`config.mk`:
```
export PLATFORM = sky130hd
export DESIGN_NAME = fifo_stream_ctrl
export DESIGN_NICKNAME = d
export VERILOG_FILES = /design/src/rtl/fifo_stream_ctrl_pkg.sv /design/src/rtl/fifo_stream_ctrl_out_buf.sv /design/src/rtl/fifo_stream_ctrl.sv
export SDC_FILE = /design/constraint.sdc
export NUM_CORES = 1
export LEC_CHECK = 0
export ABC_AREA = 1
export CORE_AREA = 2 2 210 212
export DETAILED_ROUTE_END_ITERATION = 7
export DIE_AREA = 0 0 212 214
export PLACE_DENSITY = 0.66
export RECOVER_POWER = 25
export SYNTH_ARGS = -nofsm -noshare
export SYNTH_HDL_FRONTEND = slang
export SYNTH_SLANG_ARGS = --single-unit
```
`constraint.sdc`:
```
create_clock -name clk -period 32.9 [get_ports clk]
set_input_delay 9.87 -clock clk [delete_from_list [all_inputs] [get_ports clk]]
set_output_delay 9.87 -clock clk [all_outputs]
set_load 0.005 [all_outputs]
```
`src/rtl/fifo_stream_ctrl_pkg.sv`:
```
`timescale 1ns/1ps
`default_nettype none
// ----------------------------------------------------------------------------
// fifo_stream_ctrl_pkg : shared fifo geometry and helper types
// Revision: 1.0
// ----------------------------------------------------------------------------
package fifo_stream_ctrl_pkg;

  localparam int FIFO_ADDR_WIDTH  = 9;
  localparam int FIFO_DATA_WIDTH  = 128;
  localparam int FIFO_DEPTH       = 512;
  localparam int FIFO_AFULL_LEVEL = 480;

  // Side that won the most recent grant, used by the round-robin arbiter.
  typedef enum logic {
    SIDE_WRITE = 1'b0,
    SIDE_READ  = 1'b1
  } side_e;

  // Level counts fifo words plus the two buffered words, so one extra bit.
  function automatic int level_width(input int addr_width);
    return addr_width + 1;
  endfunction

endpackage
`default_nettype wire

```
`src/rtl/fifo_stream_ctrl_out_buf.sv`:
```
`timescale 1ns/1ps
`default_nettype none
// ----------------------------------------------------------------------------
// fifo_out_buf : 2-entry registered output buffer, entry 0 is the head
// Revision: 1.0
// ----------------------------------------------------------------------------
module fifo_out_buf
  import fifo_stream_ctrl_pkg::*;
#(
  parameter int DATA_WIDTH = FIFO_DATA_WIDTH
) (
  input  logic                  clk,
  input  logic                  reset,
  input  logic                  push,
  input  logic [DATA_WIDTH-1:0] push_data,
  input  logic                  pop,
  output logic [DATA_WIDTH-1:0] head_data,
  output logic [1:0]            count
);

  logic [DATA_WIDTH-1:0] r_entry0;
  logic [DATA_WIDTH-1:0] r_entry1;
  logic [1:0]            r_count;

  always_ff @(posedge clk) begin
    if (reset) begin
      r_count <= 2'd0;
    end else if (push && !pop) begin
      r_count <= r_count + 2'd1;
    end else if (pop && !push) begin
      r_count <= r_count - 2'd1;
    end
  end

  // On a simultaneous push/pop with one entry held, the new word becomes head.
  always_ff @(posedge clk) begin
    if (pop) begin
      r_entry0 <= (push && r_count == 2'd1) ? push_data : r_entry1;
      if (push) begin
        r_entry1 <= push_data;
      end
    end else if (push) begin
      if (r_count == 2'd0) begin
        r_entry0 <= push_data;
      end else begin
        r_entry1 <= push_data;
      end
    end
  end

  assign head_data = r_entry0;
  assign count     = r_count;

`ifndef SYNTHESIS
  always_ff @(posedge clk) begin
    if (!reset) begin
      assert (r_count <= 2'd2);
      assert (!(pop && r_count == 2'd0));
    end
  end
`endif

endmodule
`default_nettype wire

```
`src/rtl/fifo_stream_ctrl.sv`:
```
`timescale 1ns/1ps
`default_nettype none
// ----------------------------------------------------------------------------
// fifo_stream_ctrl : valid/ready stream front-end for the single-port BRAM fifo
// Revision: 1.0
// ----------------------------------------------------------------------------
module fifo_stream_ctrl
  import fifo_stream_ctrl_pkg::*;
#(
  parameter int ADDR_WIDTH       = FIFO_ADDR_WIDTH,
  parameter int DATA_WIDTH       = FIFO_DATA_WIDTH,
  parameter int DEPTH            = FIFO_DEPTH,
  parameter int ALLOW_CONCURRENT = 1,
  parameter int AFULL_LEVEL      = FIFO_AFULL_LEVEL
) (
  input  logic                  clk,
  input  logic                  reset,
  input  logic [DATA_WIDTH-1:0] s_tdata,
  input  logic                  s_tvalid,
  output logic                  s_tready,
  output logic [DATA_WIDTH-1:0] m_tdata,
  output logic                  m_tvalid,
  input  logic                  m_tready,
  output logic [DATA_WIDTH-1:0] fifo_wdata,
  output logic                  fifo_write_e,
  output logic                  fifo_read_e,
  input  logic [DATA_WIDTH-1:0] fifo_rdata,
  input  logic                  fifo_full,
  input  logic                  fifo_empty,
  input  logic                  fifo_ready,
  output logic [ADDR_WIDTH:0]   level,
  output logic                  afull
);

  localparam int c_level_width = level_width(ADDR_WIDTH);
  localparam logic [c_level_width-1:0] c_afull_level = c_level_width'(AFULL_LEVEL);
  localparam logic [c_level_width-1:0] c_level_max   = c_level_width'(DEPTH + 2);

  logic                     w_wr_req;
  logic                     w_rd_req;
  logic                     w_grant_w;
  logic                     w_grant_r;
  logic                     r_rd_inflight;
  logic [1:0]               w_buf_count;
  logic [1:0]               w_occupied;
  logic                     w_in_beat;
  logic                     w_out_beat;
  logic [c_level_width-1:0] r_level;
  logic [c_level_width-1:0] w_level_nxt;
  logic                     r_afull;

  // A read is only issued if its word is guaranteed a buffer slot on return.
  assign w_occupied = w_buf_count + {1'b0, r_rd_inflight};
  assign w_wr_req   = !reset && s_tvalid && !fifo_full && fifo_ready;
  assign w_rd_req   = !reset && !fifo_empty && fifo_ready && (w_occupied < 2'd2);

  generate
    if (ALLOW_CONCURRENT != 0) begin : g_concurrent
      assign w_grant_w = w_wr_req;
      assign w_grant_r = w_rd_req;
    end else begin : g_round_robin
      side_e r_rr_last;

      always_ff @(posedge clk) begin
        if (reset) begin
          r_rr_last <= SIDE_WRITE;
        end else if (w_grant_w) begin
          r_rr_last <= SIDE_WRITE;
        end else if (w_grant_r) begin
          r_rr_last <= SIDE_READ;
        end
      end

      always_comb begin
        w_grant_w = w_wr_req;
        w_grant_r = w_rd_req;
        if (w_wr_req && w_rd_req) begin
          w_grant_w = (r_rr_last == SIDE_READ);
          w_grant_r = (r_rr_last == SIDE_WRITE);
        end
      end
    end
  endgenerate

  assign fifo_write_e = w_grant_w;
  assign fifo_read_e  = w_grant_r;
  assign fifo_wdata   = s_tdata;
  assign s_tready     = w_grant_w;

  always_ff @(posedge clk) begin
    if (reset) begin
      r_rd_inflight <= 1'b0;
    end else begin
      r_rd_inflight <= w_grant_r;
    end
  end

  fifo_out_buf #(
    .DATA_WIDTH(DATA_WIDTH)
  ) u_out_buf (
    .clk      (clk),
    .reset    (reset),
    .push     (r_rd_inflight),
    .push_data(fifo_rdata),
    .pop      (w_out_beat),
    .head_data(m_tdata),
    .count    (w_buf_count)
  );

  assign m_tvalid   = (w_buf_count != 2'd0);
  assign w_in_beat  = s_tvalid && s_tready;
  assign w_out_beat = m_tvalid && m_tready;

  always_comb begin
    w_level_nxt = r_level;
    if (w_in_beat && !w_out_beat) begin
      w_level_nxt = r_level + 1'b1;
    end else if (w_out_beat && !w_in_beat) begin
      w_level_nxt = r_level - 1'b1;
    end
  end

  always_ff @(posedge clk) begin
    if (reset) begin
      r_level <= '0;
      r_afull <= 1'b0;
    end else begin
      r_level <= w_level_nxt;
      r_afull <= (w_level_nxt >= c_afull_level);
    end
  end

  assign level = r_level;
  assign afull = r_afull;

`ifndef SYNTHESIS
  always_ff @(posedge clk) begin
    if (!reset) begin
      assert (!(w_out_beat && !w_in_beat && r_level == '0));
      assert (r_level <= c_level_max);
      assert (!((fifo_write_e || fifo_read_e) && !fifo_ready));
    end
  end
`endif

endmodule
`default_nettype wire

```
* Word level (Yosys, flattened, before mapping)
Cells that the tools add are included.
** Cells by class
- $add $sub $neg :: 5
- $lt $le $gt $ge :: 2
- Reduce and logical (&&, ||, !) cells :: 26
- Equality and inequality tests :: 2
- Muxes and demuxes :: 12
** Operator list (count)
- 128-bit 2-to-1 mux :: 8
- 10-bit 2-to-1 mux :: 2
- 1-bit logical AND :: 13
- 10-bit by 1-bit adder with 10-bit output (second input constant) :: 1
- 10-bit by 9-bit greater-or-equal comparator with 1-bit output (second input constant) :: 1
- 10-bit by 1-bit subtractor with 10-bit output (second input constant) :: 1
- 2-bit nonzero test :: 4
- 1-bit zero test :: 6
- 2-bit 2-to-1 mux :: 2
- 2-bit AND reduction :: 2
- 2-bit by 1-bit adder with 2-bit output :: 1
- 2-bit by 1-bit adder with 2-bit output (second input constant) :: 1
- 2-bit by 1-bit == test with 1-bit output (second input constant) :: 1
- 2-bit zero test :: 1
- 2-bit less-than comparator (second input constant) :: 1
- 2-bit by 1-bit inequality test with 1-bit output (second input constant) :: 1
- 2-bit by 1-bit subtractor with 2-bit output (second input constant) :: 1
** Word-level totals
- Word-level logic and storage cells :: 53
- Bits in registers :: 270
- Input port bits :: 263
- Output and inout port bits :: 271

* Logic depth before layout (Yosys ltp)
Gate-level depths: netlist (run 1).
- Depth in word-level cells :: 10
- Depth in mapped cells :: 13
- Depth with buffers taken out :: 13

* Cells and area by module
From an unflattened synthesis (run 1), not the netlist that was laid out.
** Unflattened totals
- Cell total of the unflattened synthesis :: 968
- Area total of the unflattened synthesis :: 11599.9 µm²
** Modules (own cells, without submodules)
- fifo_out_buf :: area an instance 9773.1 µm², sequential area each 7727.4 µm², times used 1, cells each 709
- fifo_stream_ctrl :: area an instance 1826.8 µm², sequential area each 240.2 µm², times used 1, cells each 259

* Least setup slack after synthesis (run 1)
OpenSTA, ideal clock, no wires.
- Kind :: input port to output port
- From :: input port reset
- To :: output port fifo_read_e
- Arrival :: 10.427 ns
- Stages on the path :: 4
- Path buffers :: 1
- Setup slack :: 12.603 ns
- Required time :: 23.030 ns
- Path through :: buf_6 > inv_4 > nand2_1 > nor4_1
** Between the ends
- Word-level cells in the longest chain between the ends :: 4
** Ends and longest elaborated chain
- from (decl) :: line fifo_stream_ctrl.sv:17 : input logic reset,
- 1-bit zero test :: line fifo_stream_ctrl.sv:55 : assign w_rd_req = !reset && !fifo_empty && fifo_ready && (w_occupied < 2'd2);
- 1-bit logical AND (3 in series) :: line fifo_stream_ctrl.sv:55
- to (decl) :: line fifo_stream_ctrl.sv:26 : output logic fifo_read_e,
Every way passes these cells.

* Final worst setup path (run 1)
- From :: input port reset
- To :: output port s_tready
** Between the ends
- Word-level cells in the longest chain between the ends :: 4
** Ends and longest elaborated chain
- 1-bit zero test :: line fifo_stream_ctrl.sv:54 : assign w_wr_req = !reset && s_tvalid && !fifo_full && fifo_ready;
- 1-bit logical AND (3 in series) :: line fifo_stream_ctrl.sv:54
- to (decl) :: line fifo_stream_ctrl.sv:20 : output logic s_tready,
Every way passes these cells.

==> summary.txt, run 1 <==
worst-path fanout max: 8
Ys Warns: 0
diode count: 0
GPL Wtd Cong: 0.8396
Crit path max-delay family: buffers and inverters
sequential area share after synthesis: 0.7065
Bufs and invs on worst path: 3
Die ar.: 0.04537 mm²
Pwr Total: 953.8 µW
initial core utilization: 0.2630
CTS tree: done
Port Buf Inserts: 277
Hold WC Path Type: reg -> reg
Mapped Cells: 665
Critical Path Source Type: primary input
critical path data required time: 23.03 ns
Final ANT Viol Nets: 0
dpl hpwl: 22.20 mm
Synth top area share: 0.6817
post-synth cell types: 32
Worst-Skew Late Latency: 0.56 ns
syn nets: 933
# setup viols final: 0
Crit. End Element: output port
RSZ-0062 raised after global routing: false
Synth area leader: edfxtp_1
first-pass GRT wire length: 43.11 mm
# Post-CTS Setup Buffers: 0
Worst Tran Pin Value: 4.133 ns
# Max-Cap Violations: 2
drt wl/cell: 21.34 µm
Design Area, Final: 0.01465 mm²
status: complete, but fails checks
antenna violations before repair: 1
DP Area: 0.01371 mm²
top post-synthesis cells by area: edfxtp_1 (68%), mux2_2 (9.9%), buf_4 (8.6%)
Hold Fails Final Rpt: 0
number of placement rows: 76
Slew headroom: -1.755
power per standard cell area: 65.12 mW/mm²
most used cell, CP: clkdlybuf4s50_1
fraction of layout cells with a size suffix above 1: 0.2056
Final Non-Filler Cells: 1,441
clock root buffer: clkbuf_16
via density per instance: 4.165
CP max stage delay: 0.71 ns
Nets: 1,103
pre-CTS setup slack: 11.11 ns
DRC errors left: 0
CP max-delay cell: clkdlybuf4s50_1
Synth top cells by count: edfxtp_1 (256), buf_4 (129), mux2_2 (99)
minimum clock period: 21.75 ns
CTS H-Tree Depth: 1
Leak: 0.004968 µW
Worst VDD drop: 0.00003743 V
post-CTS resize count: 0
final slew viol count: 131
Post-CTS Hold Buffers: 0
most frequent cell after synthesis: edfxtp_1
maximum clock path buffer count: 3
mean post-synth cell area: 16.96 µm²
f_max: 45.98 MHz
core area: 0.04289 mm²
io pins: 534
DIE HEIGHT: 214 µm
Most used DFF post-synth: edfxtp_1
Clock Skews: 0.01932 ns
via count: 6,002
Area Overhead vs Synth: 29.88%
Worst-path clk slew: 0.06 ns
critical path arrival: 11.88 ns
Crit Path Class: in -> out
asr flop ratio synth: 0
sequence of cells on the critical path: clkdlybuf4s50_1 > inv_4 > nand2_1 > nor2_1 > clkdlybuf4s50_1
failing checks: max-capacitance violations, max-slew violations
Synth Cell Area: 0.01128 mm²
Post-synth EDFFs: 256
DP Cell Count: 1,388
Initial DRT Pass Iterations: 7
grt ovf: 0
TritonCTS Buffers: 30
Routed WL: 30.76 mm
Num Clock Sinks: 270
worst setup margin: 11.15 ns
number of synthesized register bits: 270
final worst path period share: 0.6611
vias in the first global route: 6,239
Initial DRC Count: 313
GRT Resource Usage Total: 0.1286
setup_tns: 0 ns
pin count of the biggest net entering global routing: 72
Die W: 212 µm
[flip-flops by register name, indices dropped and copies added (netlist names)]
name                 flops
afull                    1
level                   10
r_rd_inflight            1
u_out_buf.count          2
u_out_buf.head_data    128
u_out_buf.r_entry1     128
[cell families after synthesis]
family / Yosys count / synth area share
flops: 270 / 0.7065
buf+inv: 165 / 0.1083
mux: 128 / 0.1308
simple gates: 72 / 0.03517
compound gates: 24 / 0.01287
fa+ha+maj: 5 / 0.005548
xor+xnor: 1 / 0.0007768
[per-layer routing]
metal  global-route usage  wire length [µm]  vias to the layer above
li1                     -                 -                     2655
met1               0.1274             10270                     2911
met2               0.2207             15030                      337
met3              0.06803              4037                       99
met4              0.05869              1426                        0
met5                    0                 0                        -
[report_power, final]
group / total (µW) / leakage, µW / switching [µW] / internal (µW)
Combinational: 185 / 0.00204 / 85.3 / 99.5
Clock: 324 / 0.000465 / 137 / 187
Sequential: 445 / 0.00246 / 12.6 / 433
[layout make-up]
cell class                      count  area [µm²]
Clock buffer                       35       790.8
Multi-Input combinational cell    230        2121
Sequential cell                   270        7968
Inverter                           21       83.83
Tap cell                          585       732.0
Timing Repair Buffer              282        2803
Clock inverter                     18       148.9
Fill cell                        4102       28240
[stage by stage]
| stage | utilization | hold slack (ns) |
|---|---|---|
| floorplan | - | 0.4940 |
| global placement | 0.3198 | 0.5080 |
| detailed placement | 0.3198 | 0.5155 |
| CTS | 0.3417 | 0.5253 |
| global route | 0.3415 | 0.5397 |
| finish | 0.3415 | 0.5260 |
[placed cells by master, fill, tap and decap left out, types with 2 or more instances in the layout]
cell type	netlist	routed
clkinv_1	0	4
o21ai_0	8	7
nand4_1	2	2
edfxtp_1	256	256
nand3_2	4	4
nand2_4	2	2
nor2_4	1	2
nor4_1	2	2
dlygate4sd3_1	0	71
o21a_1	2	2
mux2_1	20	20
mux2_2	99	99
clkinv_2	0	8
dfxtp_1	14	14
nor2_8	2	2
nand3_1	9	9
ha_1	5	5
inv_1	18	18
buf_4	129	3
a21oi_1	10	10
bufinv_16	0	2
inv_4	2	2
nor2_1	13	12
nand2_1	26	26
mux2_4	9	9
nand3b_1	2	2
clkbuf_1	0	6
clkdlybuf4s50_1	0	206
nand2_2	4	3
nor3_1	4	4
clkbuf_16	0	31
clkinv_4	0	2
[path summary, 6_finish.rpt]
kind                            slack (ns)  cells past startpoint                               from                            endpoint
worst max register to register       25.77                      5    u_out_buf.count[0]$_SDFFE_PP0P_    u_out_buf.r_entry1[34]$_DFFE_PP_
worst min-delay path                  0.53                      1  u_out_buf.r_entry1[106]$_DFFE_PP_  u_out_buf.head_data[106]$_DFFE_PP_
worst max-delay path                 11.15                      5                              reset                            s_tready
worst min register to register        0.53                      1  u_out_buf.r_entry1[106]$_DFFE_PP_  u_out_buf.head_data[106]$_DFFE_PP_
Note: power is estimated with default switching activity, not from simulation.
==> run 2, diff against run 1 <==
CORE_AREA = 2 2 206 208   (was 2 2 210 212)
DIE_AREA = 0 0 208 210   (was 0 0 212 214)
PLACE_DENSITY = 0.7   (was 0.66)
clock period = 17.92 ns   (was 32.9 ns; I/O delays follow)
==> run 2 against run 1 <==
  * The run still ends with max-capacitance violations, max-slew violations left
  * Critical path type unchanged
  * Combinational power increased by 83%
  * Register-to-register slack got worse by 15 ns
  * Count of clock-buffer cells in the layout increased by 2
  * Critical endpoint is now fifo_write_e
==> summary.txt, run 2 (synthesis gave the netlist of run 1 again) <==
RSZ-0062 raised after global routing: false (unchanged)
first-pass GRT wire length: 42.60 mm (was 43.11 mm)
DRC errors left: 0 (unchanged)
power per standard cell area: 118.9 mW/mm² (was 65.12 mW/mm²)
Leak: 0.004946 µW (was 0.004968 µW)
Register Area: 0.007968 mm² (unchanged)
Area Overhead vs Synth: 29.15% (was 29.88%)
core area: 0.04148 mm² (was 0.04289 mm²)
Crit. End Element: output port (unchanged)
Worst-Skew Late Latency: 0.55 ns (was 0.56 ns)
reg2reg path depth: 5 (unchanged)
Nets: 1,103 (unchanged)
vias in the first global route: 6,043 (was 6,239)
Critical Path Source Type: primary input (unchanged)
GPL Wtd Cong: 0.7561 (was 0.8396)
pin count of the biggest net entering global routing: 80 (was 72)
Final ANT Viol Nets: 0 (unchanged)
top routing layer in use: met5 (was met4)
Routed WL: 30.25 mm (was 30.76 mm)
Worst Tran Pin Value: 4.008 ns (was 4.133 ns)
Hold Fails Final Rpt: 0 (unchanged)
setup_tns: 0 ns (unchanged)
wire length on met3: 4.470 mm (was 4.037 mm)
# fillers: 3,941 (was 4,102)
minimum clock period: 12.83 ns
via density per instance: 4.273 (was 4.165)
maximum clock path buffer count: 3 (unchanged)
Worst Min Path Start: u_out_buf.r_entry1[104]$_DFFE_PP_ (was u_out_buf.r_entry1[106]$_DFFE_PP_)
CTS tree: done (unchanged)
# Post-CTS Setup Buffers: 0 (unchanged)
fraction of layout cells with a size suffix above 1: 0.2019 (was 0.2056)
post-CTS resize count: 0 (unchanged)
drt wl/cell: 21.64 µm (was 21.34 µm)
worst r2r dst: u_out_buf.r_entry1[13]$_DFFE_PP_ (was u_out_buf.r_entry1[34]$_DFFE_PP_)
critical path arrival: 7.45 ns (was 11.88 ns)
met1 wire length: 10.04 mm (was 10.27 mm)
commonest non-fill, non-tap cells in the layout: edfxtp_1 (256), clkdlybuf4s50_1 (206), mux2_2 (99) (unchanged)
worst-path fanout max: 8 (unchanged)
leading cell type in the layout, fill and taps excluded: edfxtp_1 (unchanged)
failing checks: max-capacitance violations, max-slew violations (unchanged)
Crit Path Class: in -> out (unchanged)
io pins: 534 (unchanged)
Worst VDD drop: 0.00007321 V (was 0.00003743 V)
r2r setup slk: 10.31 ns (was 25.77 ns)
final worst path period share: 0.7159
f_max: 77.95 MHz
critical path data required time: 12.54 ns (was 23.03 ns)
Worst Hold End: u_out_buf.head_data[104]$_DFFE_PP_ (was u_out_buf.head_data[106]$_DFFE_PP_)
initial core utilization: 0.2719 (was 0.2630)
Initial DRC Count: 372 (was 313)
DIE HEIGHT: 210 µm (was 214 µm)
Slew headroom: -1.672 (was -1.755)
grt ovf: 0 (unchanged)
Port Buf Inserts: 277 (unchanged)
final slew viol count: 133 (was 131)
footprint of the multi-input gates: 0.002113 mm² (was 0.002121 mm²)
# Max-Cap Violations: 3 (was 2)
status: complete, but fails checks (unchanged)
GRT Resource Usage Total: 0.1309 (was 0.1286)
Die W: 208 µm (was 212 µm)
via count: 5,974 (was 6,002)
Worst-path clk slew: 0.06 ns (about the same)
Worst R2R Start: u_out_buf.count[0]$_SDFFE_PP0P_ (unchanged)
number of placement rows: 75 (was 76)
CTS H-Tree Depth: 1 (unchanged)
Met2 Wirelength: 14.57 mm (was 15.03 mm)
Initial DRT Pass Iterations: 4 (was 7)
# setup viols final: 0 (unchanged)
TritonCTS Buffers: 30 (unchanged)
Post-CTS Hold Buffers: 0 (unchanged)
Num Clock Sinks: 270 (unchanged)
hold depth: 1 (unchanged)
Fin Hold WS: 0.5264 ns (was 0.5260 ns)
Die ar.: 0.04368 mm² (was 0.04537 mm²)
dpl hpwl: 22.04 mm (was 22.20 mm)
clock root buffer: clkbuf_16 (unchanged)
antenna violations before repair: 1 (unchanged)
Clock Skews: 0.008979 ns (was 0.01932 ns)
Hold WC Path Type: reg -> reg (unchanged)
-- run 2: layout make-up --
type	count	share of cell area
antenna	2	0.0003436
clock buffer	37	0.05481
clock inverter	17	0.008161
inverter	21	0.005756
multi-input combinational	230	0.1451
sequential	270	0.5471
tap	539	0.04631
timing repair buffer	282	0.1924
-- run 2: layer usage --
layer	GRT usage	vias up
met2	0.2163	327
met4	0.05331	2
met3	0.07926	85
met1	0.1338	2897
met5	0.006674	-
li1	-	2663
-- run 2: how the worst max path moves through the flow --
stage | slack, ns | from | end
after global placement | 5.07 | reset | fifo_write_e
after CTS | 5.03 | reset | fifo_write_e
after global routing | 4.99 | reset | fifo_write_e
final | 5.09 | reset | fifo_write_e
after floorplan | 6.61 | reset | fifo_read_e
after detailed placement | 5.05 | reset | fifo_write_e
-- run 2: power breakdown --
group | internal (µW) | switching (µW)
logic | 182 | 156
clock network | 329 | 248
registers | 794 | 22.6
total | 1310 | 426
-- run 2: worst max-delay path: stages --
cell and delay [ns]:
clkdlybuf4s50_1 0.70, inv_4 0.24, nand2_1 0.07, nor2_1 0.43
clkdlybuf4s50_1 0.62
-- run 2: metrics by stage --
stage               total power, µW  cell area (µm²)  utilization  worst slack [ns]  cells
finish                         1732            14560       0.3511             5.092   1398
global route                   1813            14560       0.3510             4.990   1396
CTS                            1763            14570       0.3514             5.034   1396
detailed placement             1177            13660       0.3293             5.051   1342
global placement               1172            13660       0.3293             5.074   1342
floorplan                      1039            11280            -             6.611    665
